$ cat src/rtl/cpu_wb_pkg.sv
// Shared definitions for the CPU write-back arbiter slice.
// Holds the arbiter state encoding, register-file geometry and the default
// starvation limit, plus a small helper to recognise the hard-wired x0.
package cpu_wb_pkg;

  localparam int REG_ADDR_W     = 5;
  localparam int XLEN           = 32;
  localparam int STARVE_MAX_DEF = 4;

  // IDLE: buffer empty; HOLD: one long result buffered; FORCE: buffer wins, EX stalled
  typedef enum logic [1:0] {
    ST_IDLE  = 2'd0,
    ST_HOLD  = 2'd1,
    ST_FORCE = 2'd2
  } wb_state_e;

  // Writes to x0 are architecturally discarded
  function automatic logic is_x0(input logic [REG_ADDR_W-1:0] addr);
    return (addr == {REG_ADDR_W{1'b0}});
  endfunction

endpackage

$ cat src/rtl/cpu_scoreboard.sv
// Register busy scoreboard.
// Ports: i_set/i_set_addr mark a register as awaiting a long-unit result,
// i_clr/i_clr_addr release it when that result is written, i_raddr1/i_raddr2
// look up the current (pre-update) busy state, o_hit reports either source busy.
// Synchronous active-low reset clears every busy bit.
module cpu_scoreboard
  import cpu_wb_pkg::*;
(
  input  logic                  clk_in,
  input  logic                  rst_n,
  input  logic                  i_set,
  input  logic [REG_ADDR_W-1:0] i_set_addr,
  input  logic                  i_clr,
  input  logic [REG_ADDR_W-1:0] i_clr_addr,
  input  logic [REG_ADDR_W-1:0] i_raddr1,
  input  logic [REG_ADDR_W-1:0] i_raddr2,
  output logic                  o_hit
);

  localparam int NREG = 1 << REG_ADDR_W;

  logic [NREG-1:0] r_busy;
  logic [NREG-1:0] w_set_mask;
  logic [NREG-1:0] w_clr_mask;
  logic [NREG-1:0] w_busy_next;

  // Set is applied after clear so a re-issue in the same cycle keeps the bit;
  // bit 0 is forced low so x0 can never look busy.
  assign w_set_mask  = (i_set && !is_x0(i_set_addr)) ? ({{(NREG-1){1'b0}}, 1'b1} << i_set_addr)
                                                     : {NREG{1'b0}};
  assign w_clr_mask  = i_clr ? ({{(NREG-1){1'b0}}, 1'b1} << i_clr_addr) : {NREG{1'b0}};
  assign w_busy_next = ((r_busy & ~w_clr_mask) | w_set_mask) & ~{{(NREG-1){1'b0}}, 1'b1};

  // Lookup uses the registered vector, i.e. the state before this cycle's update
  assign o_hit = r_busy[i_raddr1] | r_busy[i_raddr2];

  // Busy vector register
  always_ff @(posedge clk_in) begin
    if (!rst_n) begin
      r_busy <= {NREG{1'b0}};
    end else begin
      r_busy <= w_busy_next;
    end
  end

endmodule

$ cat src/rtl/cpu_wb_arbiter.sv
// Arbitrates the single register-file write port between the one-cycle EX
// write-back and a long-latency unit (load/mul/div).
// Ports: ex_* EX write request; lu_valid_i/lu_ready_o long-unit handshake with
// lu_waddr_i/lu_wdata_i; iss_* reserves a destination at issue; id_raddr* are
// checked against the scoreboard for id_hazard_o; ex_stall_o holds EX while a
// starved buffered result is forced out; we_o/waddr_o/wdata_o drive the port.
// The write mux is combinational so a granted write lands in the same cycle.
module cpu_wb_arbiter
  import cpu_wb_pkg::*;
#(
  parameter int STARVE_MAX = STARVE_MAX_DEF
) (
  input  logic                  clk_in,
  input  logic                  rst_n,
  input  logic                  ex_we_i,
  input  logic [REG_ADDR_W-1:0] ex_waddr_i,
  input  logic [XLEN-1:0]       ex_wdata_i,
  input  logic                  lu_valid_i,
  input  logic [REG_ADDR_W-1:0] lu_waddr_i,
  input  logic [XLEN-1:0]       lu_wdata_i,
  output logic                  lu_ready_o,
  input  logic                  iss_valid_i,
  input  logic [REG_ADDR_W-1:0] iss_rd_i,
  input  logic [REG_ADDR_W-1:0] id_raddr1_i,
  input  logic [REG_ADDR_W-1:0] id_raddr2_i,
  output logic                  id_hazard_o,
  output logic                  ex_stall_o,
  output logic                  we_o,
  output logic [REG_ADDR_W-1:0] waddr_o,
  output logic [XLEN-1:0]       wdata_o
);

  localparam int CNT_W = $clog2(STARVE_MAX) + 1;
  // HOLD moves to FORCE in the cycle the counter steps onto STARVE_MAX-1
  localparam logic [CNT_W-1:0] FORCE_AT = (STARVE_MAX >= 2) ? CNT_W'(STARVE_MAX - 2)
                                                            : {CNT_W{1'b0}};

  wb_state_e             r_state;
  logic [REG_ADDR_W-1:0] r_buf_addr;
  logic [XLEN-1:0]       r_buf_data;
  logic [CNT_W-1:0]      r_cnt;

  logic                  w_lu_ready;
  logic                  w_lu_take;
  logic                  w_ex_wr;
  logic                  w_we;
  logic [REG_ADDR_W-1:0] w_waddr;
  logic [XLEN-1:0]       w_wdata;
  logic                  w_stall;
  logic                  w_clr;
  logic                  w_hit;

  // A long result to x0 completes the handshake but is otherwise invisible
  assign w_lu_take = lu_valid_i & w_lu_ready & ~is_x0(lu_waddr_i);
  assign w_ex_wr   = ex_we_i & ~is_x0(ex_waddr_i);

  // Write-port mux and handshake/stall outputs for the current state
  always_comb begin
    w_lu_ready = 1'b0;
    w_we       = 1'b0;
    w_waddr    = ex_waddr_i;
    w_wdata    = ex_wdata_i;
    w_stall    = 1'b0;
    w_clr      = 1'b0;
    if (rst_n) begin
      case (r_state)
        ST_IDLE: begin
          w_lu_ready = 1'b1;
          if (lu_valid_i && !is_x0(lu_waddr_i) && !ex_we_i) begin
            w_we    = 1'b1;
            w_waddr = lu_waddr_i;
            w_wdata = lu_wdata_i;
            w_clr   = 1'b1;
          end else begin
            w_we = w_ex_wr;
          end
        end
        ST_HOLD: begin
          if (ex_we_i) begin
            w_we = w_ex_wr;
          end else begin
            w_we    = 1'b1;
            w_waddr = r_buf_addr;
            w_wdata = r_buf_data;
            w_clr   = 1'b1;
          end
        end
        ST_FORCE: begin
          w_stall = 1'b1;
          w_we    = 1'b1;
          w_waddr = r_buf_addr;
          w_wdata = r_buf_data;
          w_clr   = 1'b1;
        end
        default: begin
          w_we = 1'b0;
        end
      endcase
    end else begin
      w_we       = 1'b0;
      w_lu_ready = 1'b0;
      w_stall    = 1'b0;
      w_clr      = 1'b0;
    end
  end

  // Arbiter FSM: buffer capture, starvation counter and state transitions
  always_ff @(posedge clk_in) begin
    if (!rst_n) begin
      r_state    <= ST_IDLE;
      r_buf_addr <= {REG_ADDR_W{1'b0}};
      r_buf_data <= {XLEN{1'b0}};
      r_cnt      <= {CNT_W{1'b0}};
    end else begin
      case (r_state)
        ST_IDLE: begin
          if (w_lu_take && ex_we_i) begin
            r_buf_addr <= lu_waddr_i;
            r_buf_data <= lu_wdata_i;
            r_cnt      <= {CNT_W{1'b0}};
            r_state    <= ST_HOLD;
          end else begin
            r_state <= ST_IDLE;
          end
        end
        ST_HOLD: begin
          if (!ex_we_i) begin
            r_state <= ST_IDLE;
          end else begin
            if (r_cnt != {CNT_W{1'b1}}) begin
              r_cnt <= r_cnt + CNT_W'(1);
            end else begin
              r_cnt <= r_cnt;
            end
            if (r_cnt >= FORCE_AT) begin
              r_state <= ST_FORCE;
            end else begin
              r_state <= ST_HOLD;
            end
          end
        end
        ST_FORCE: begin
          r_state <= ST_IDLE;
        end
        default: begin
          r_state <= ST_IDLE;
        end
      endcase
    end
  end

  // Clear address is the port address: it only matters when a long result is written
  cpu_scoreboard u_scoreboard (
    .clk_in     (clk_in),
    .rst_n      (rst_n),
    .i_set      (iss_valid_i),
    .i_set_addr (iss_rd_i),
    .i_clr      (w_clr),
    .i_clr_addr (w_waddr),
    .i_raddr1   (id_raddr1_i),
    .i_raddr2   (id_raddr2_i),
    .o_hit      (w_hit)
  );

  assign lu_ready_o  = w_lu_ready;
  assign ex_stall_o  = w_stall;
  assign we_o        = w_we;
  assign waddr_o     = w_waddr;
  assign wdata_o     = w_wdata;
  assign id_hazard_o = rst_n & w_hit;

endmodule

$ cat config.mk
export PLATFORM = sky130hd
export DESIGN_NAME = cpu_wb_arbiter
export DESIGN_NICKNAME = d
export VERILOG_FILES = /design/src/rtl/cpu_wb_pkg.sv /design/src/rtl/cpu_scoreboard.sv /design/src/rtl/cpu_wb_arbiter.sv
export SDC_FILE = /design/constraint.sdc
export NUM_CORES = 1
export LEC_CHECK = 0
export ABC_CLOCK_PERIOD_IN_PS = 3200
export CORE_UTILIZATION = 30
export CTS_BUF_LIST = sky130_fd_sc_hd__clkbuf_16
export CTS_CLUSTER_DIAMETER = 30
export DETAILED_ROUTE_END_ITERATION = 12
export SLEW_MARGIN = 20
export SYNTH_ARGS = -nofsm -noshare
export SYNTH_HDL_FRONTEND = slang
export SYNTH_SLANG_ARGS = --single-unit
$ cat constraint.sdc
create_clock -name clk_in -period 3.2 [get_ports clk_in]
set_input_delay 0.64 -clock clk_in [delete_from_list [all_inputs] [get_ports clk_in]]
set_output_delay 0.64 -clock clk_in [all_outputs]
set_load 0.02 [all_outputs]
Word level (Yosys, flattened, before mapping)
Cells that the tools add are included.
- register bits after elaboration: 74
- latch bits: 0
- memory bits (writable): 0
- memory bits (read-only): 0
- bits of input ports: 94
- output and inout bits: 41
- word-level logic and storage cells: 76
- memories kept: 0
- add/sub/neg operators: 1
- multipliers: 0
- divide/modulo/power cells: 0
- $lt $le $gt $ge: 3
- eq/ne operators: 6
- shift operators: 2
- multiplexer cells: 34
- bitwise logic cells: 10
- reductions and logical operators: 14
- operators by type and width (cell ; count):
    2-to-1 mux 32 bit ; 5
    case mux 32 bit (3 select lines) ; 1
    left shift 1 x 5 -> 32 bit (first input constant) ; 2
    bitwise AND 32 bit ; 1
    NOT 32 bit ; 1
    OR 32 bit ; 1
    logical NOT 5 bit ; 3
    2-to-1 mux 5 bit ; 3
    case mux 5 bit (3 select lines) ; 1
    2-to-1 mux 1 bit ; 13
    < comparator 5 x 6 -> 1 bit (second input constant) ; 2
    binary-select mux 1 bit (select 5 bit) ; 2
    2-to-1 mux 3 bit ; 3
    inequality test 2 bit (second input constant) ; 3
    case mux 1 bit (3 select lines) ; 2
    case mux 3 bit (2 select lines) ; 1
    bitwise AND 1 bit ; 4
    logical AND 1 bit ; 4
    2-to-1 mux 2 bit ; 2
    case mux 2 bit (2 select lines) ; 1
    AND reduction 4 bit ; 1
    adder 3 x 1 -> 3 bit (second input constant) ; 1
    greater-or-equal comparator 3 x 2 -> 1 bit (second input constant) ; 1
    logical NOT 1 bit ; 3
    8 further kinds ; 9

Longest topological paths before layout
- depth after elaboration: 12
- mapped depth: 8
- mapped depth without buffers: 6

Cells and area by module
From an unflattened synthesis, not the netlist that was laid out.
- cells, all modules: 533
- area, all modules: 4513.1 um^2
- modules (own cells, without submodules) (module ; instances ; cells an instance ; area each (um^2) ; sequential area each (um^2)):
    cpu_wb_arbiter ; 1 ; 316 ; 2621.3 ; 840.8
    cpu_scoreboard ; 1 ; 217 ; 1891.8 ; 620.6

Worst setup path after synthesis
No wires, ideal clock.
- kind: in2out
- start: in id_raddr1_i[0]
- end: out id_hazard_o
- arrival: 2249 ps
- data required time: 2560 ps
- slack: 311 ps
- stages: 5
- path buffers: 1
- cell sequence: clkbuf_1 -> mux4_2 -> mux2_2 -> a311oi_1 -> o22ai_1
- cells in the longest elaborated chain, start to end: 4
- RTL lines (item ; RTL line ; RTL):
    start, declared ; cpu_wb_arbiter.sv:24 ; input logic [REG_ADDR_W-1:0] id_raddr1_i,
    binary-select mux 1 bit (select 5 bit) ; cpu_scoreboard.sv:35 ; assign o_hit = r_busy[i_raddr1] | r_busy[i_raddr2];
    2-to-1 mux 1 bit (not written as such) ; cpu_scoreboard.sv:35 ;
    OR 1 bit ; cpu_scoreboard.sv:35 ;
    bitwise AND 1 bit ; cpu_wb_arbiter.sv:170 ; assign id_hazard_o = rst_n & w_hit;
    end, declared ; cpu_wb_arbiter.sv:26 ; output logic id_hazard_o,
No other way between the ends. The select of a mux whose other input is x is not followed.

Worst setup path after layout
- start: in lu_waddr_i[2]
- end: out wdata_o[27]
- cells in the longest elaborated chain, start to end: 7
- RTL lines (item ; RTL line ; RTL):
    start, declared ; cpu_wb_arbiter.sv:19 ; input logic [REG_ADDR_W-1:0] lu_waddr_i,
    logical NOT 5 bit ; cpu_wb_pkg.sv:19 ; return (addr == {REG_ADDR_W{1'b0}});
    logical NOT 1 bit ; cpu_wb_arbiter.sv:69 ; if (lu_valid_i && !is_x0(lu_waddr_i) && !ex_we_i) begin
    logical AND 1 bit (2 in series) ; cpu_wb_arbiter.sv:69 ;
    2-to-1 mux 32 bit ; cpu_wb_arbiter.sv:69 ;
    case mux 32 bit (3 select lines) ; cpu_wb_arbiter.sv:66 ; case (r_state)
    2-to-1 mux 32 bit ; cpu_wb_arbiter.sv:65 ; if (rst_n) begin
    end, declared ; cpu_wb_arbiter.sv:30 ; output logic [XLEN-1:0] wdata_o
No other way between the ends.

==> impl_metrics.py <==
metrics = {
    "outcome": {
        "outcome": "finished, violations left",
        "violations": "design-rule violations",
    },
    "worst_hold_path": {
        "hold_depth": 2,
        "hp-class": "flop to flop",
        "hp-start": "r_buf_data[11]$_SDFFE_PN0P_",
        "min_to": "r_buf_data[11]$_SDFFE_PN0P_",
    },
    "sta": {
        "fin_ws_ns": 0.08901,
        "report.final.setup_viol": 0,
        "drv_slew": 0,
        "period_needed_ns": 3.111,
        "max_slew_margin_pct": 58.93,
        "worst-slew-pin-transition_ns": 0.6006,
        "finalCritPeriodShare_pct": 97.22,
        "final_hold_viol_count": 0,
        "fin_worst_skew_ns": 0.006307,
        "tns_ns": 0,
        "clock.fmax_ghz": 0.3214,
    },
    "clock_tree": {
        "root_buffer": "clkbuf_16",
        "cts_tree": "built",
        "cts_hold_buf": 0,
        "cts.sink_count": 73,
        "htree_levels": 3,
        "cts.clk_slew.worst_paths_ns": 0.06,
        "insertion_delay_ns": 0.34,
        "cts_buffers": 9,
        "clockBufferDepth": 2,
    },
    "worst_setup_path": {
        "path_class": "primary input to output port",
        "end_kind": "output port",
        "critPathLaunchType": "primary input",
        "crit_arrival_ns": 2.47,
        "cp.required_ns": 2.56,
        "r2r_start": "r_state[0]$_SDFF_PN0_",
        "cp_max_fo": 16,
        "reg2reg_depth": 7,
        "r2r_setup_slack_ns": 0.63,
        "r2r-end": "u_scoreboard.r_busy[31]$_SDFF_PN0_",
    },
    "pwr": {
        "comb_power_share_pct": 21.8,
        "p_total_mw": 2.608,
        "powerDensity_nw_per_um2": 386.2,
        "p_seq_share_pct": 36.5,
        "peakVddDrop_mv": 0.1790,
        "p_leak_nw": 2.579,
        "sw_frac_of_total_pct": 27.43,
        "power.share.clock_pct": 41.7,
        "internal-power_mw": 1.892,
        "p_sw_uw": 715.4,
    },
    "die": {
        "io_pins": 135,
        "die_w_um": 125.2,
        "placementRows": 44,
        "die_y_um": 125.2,
        "die_area_um2": 15680,
        "core_area_um2": 14700,
        "start_util_pct": 30.99,
    },
    "global_routing": {
        "grt_pass1_vias": 5025,
        "grt-ovfl-total": 0,
        "grtUsageTotal_pct": 19.69,
        "grt_pass1_wl_um": 24870,
        "antenna_found_initial": 1,
        "grt_max_degree": 41,
    },
    "routing": {
        "drc": 4,
        "met3_length_um": 951,
        "ant_nets": 0,
        "drt-pass1-iter-count": 11,
        "dr_total_vias": 5055,
        "drt-total-wl_um": 15530,
        "wl_met1_um": 6673,
        "routedWlPerCell_um": 16.50,
        "met2WireLength_um": 7601,
        "vias_per_cell": 5.372,
        "routed.top_layer": "met4",
        "drtIter0Drc": 285,
    },
    "placed_design": {
        "io_buffers": 134,
        "pre_cts_ws_ns": -0.4354,
        "place_hpwl_um": 11640,
        "place_congestion": 0.8954,
    },
    "yosys": {
        "syn-cell-area_um2": 4556,
        "synthesis.instances": 588,
        "synth_flop_cell": "dfxtp_1",
        "ys_seq_area_share_pct": 32.08,
        "ys_warn_count": 0,
        "synthesis.nets": 685,
        "ys_types": 60,
        "synthArstFlopShare_pct": 0,
        "synth-seq-cells": 73,
        "syn_area_per_cell_um2": 7.748,
        "synth-edff-count": 0,
    },
    "job": {
        "maxCapViolations": 0,
    },
    "cells_and_area": {
        "post-route-util_pct": 45.94,
        "syn2layout_area_growth_pct": 48.23,
        "nFillCells": 1456,
        "drive_gt1_share_pct": 20.37,
        "fin_nets": 848,
    },
}
==> cell type report <==
class,instances,area [um^2],area share [%]
antenna,1,2.502,0.03706
timing repair buffer,200,1797,26.61
clock buffer,9,225.2,3.335
sequential,73,1461,21.64
tap,184,230.2,3.409
multi-input combinational,456,2902,42.97
inverter,11,41.29,0.6115
clock inverter,7,93.84,1.390
==> worst max-delay path by stage <==
| stage | start | end | slack (ns) | depth (start not counted) |
|---|---|---|---|---|
| floorplan | id_raddr1_i[0] | id_hazard_o | 0.31 | 5 |
| global placement | id_raddr2_i[0] | id_hazard_o | -0.41 | 8 |
| detailed placement | id_raddr2_i[0] | id_hazard_o | -0.44 | 8 |
| CTS | id_raddr1_i[0] | id_hazard_o | -0.05 | 7 |
| global route | lu_waddr_i[1] | wdata_o[3] | -0.004 | 10 |
| finish | lu_waddr_i[2] | wdata_o[27] | 0.09 | 10 |
==> metal layers <==
metal	track usage (%)	vias to the layer above
li1	-	2495
met1	23.04	2374
met2	34.87	166
met3	4.365	20
met4	7.747	0
met5	0	-
==> metrics by stage <==
| step | hold WS, ns | instances | cell area (um^2) |
|---|---|---|---|
| after floorplan | 0.4368 | 588 | 4556 |
| after global placement | 0.4433 | 918 | 6455 |
| after detailed placement | 0.4506 | 918 | 6455 |
| after CTS | 0.4589 | 936 | 6708 |
| after global routing | 0.4819 | 941 | 6753 |
| final | 0.4563 | 941 | 6753 |
==> Yosys cell counts, drive strengths merged (8+ instances only) <==
| library cell | number | area, um^2 |
|---|---|---|
| inv | 11 | 41.29 |
| a22oi | 33 | 247.7 |
| buf | 13 | 86.33 |
| nor3 | 10 | 50.05 |
| o21ai | 37 | 185.2 |
| nor4 | 11 | 68.82 |
| mux4 | 14 | 315.3 |
| nor2 | 26 | 100.1 |
| nand2 | 148 | 555.5 |
| a21oi | 48 | 244.0 |
| mux2i | 8 | 80.08 |
| a211oi | 8 | 82.58 |
| dfxtp | 73 | 1461 |
| clkbuf | 35 | 131.4 |
| o22ai | 18 | 112.6 |
==> worst max-delay path: stages <==
cell,delay (ns)
clkdlybuf4s50_1,0.48
nor3_1,0.06
buf_4,0.15
a21o_1,0.21
nor3_4,0.17
buf_4,0.16
buf_8,0.16
a22oi_1,0.08
o21ai_0,0.16
buf_2,0.19
==> cells in the final DEF (no fill, tap or decap), drive strengths merged, types with 8 or more instances in the layout <==
master and instances:
nor3 10, mux4 14, nand2 148, nor4 11, clkdlybuf4s50 90, clkbuf 21, inv 12, mux2i 8
buf 85, dfxtp 73, o21ai 37, a21oi 48, nor2 26, a22oi 33, o22ai 18, a211oi 8
==> flip-flops by register name (all words and copies together), names as in the netlist <==
signal and count:
u_scoreboard.r_busy 31, r_cnt 3, r_buf_addr 5, r_state 2, r_buf_data 32
==> kinds of logic after synthesis <==
logic type,after synthesis,synth area share (%)
simple gates,249,26.28
buf+inv,59,5.685
fa+ha+maj,3,0.8240
compound gates,180,25.95
flops,73,32.08
mux,24,9.173
==> power groups by stage <==
| stage | sequential [mW] | clock, mW | combinational [mW] |
|---|---|---|---|
| floorplan | 0.963 | 0 | 0.268 |
| global placement | 0.970 | 0 | 0.579 |
| detailed placement | 0.971 | 0 | 0.586 |
| CTS | 0.951 | 1.11 | 0.563 |
| global route | 0.954 | 1.15 | 0.614 |
| finish | 0.952 | 1.09 | 0.568 |
==> what timing repair did <==
action                     CTS  global route
setup endpoints to repair   39            36
setup buffers                2             3
pin swaps                    1             4
cloned                       0             1
resized for setup          135            38
Power figures use the tool's default switching activity.
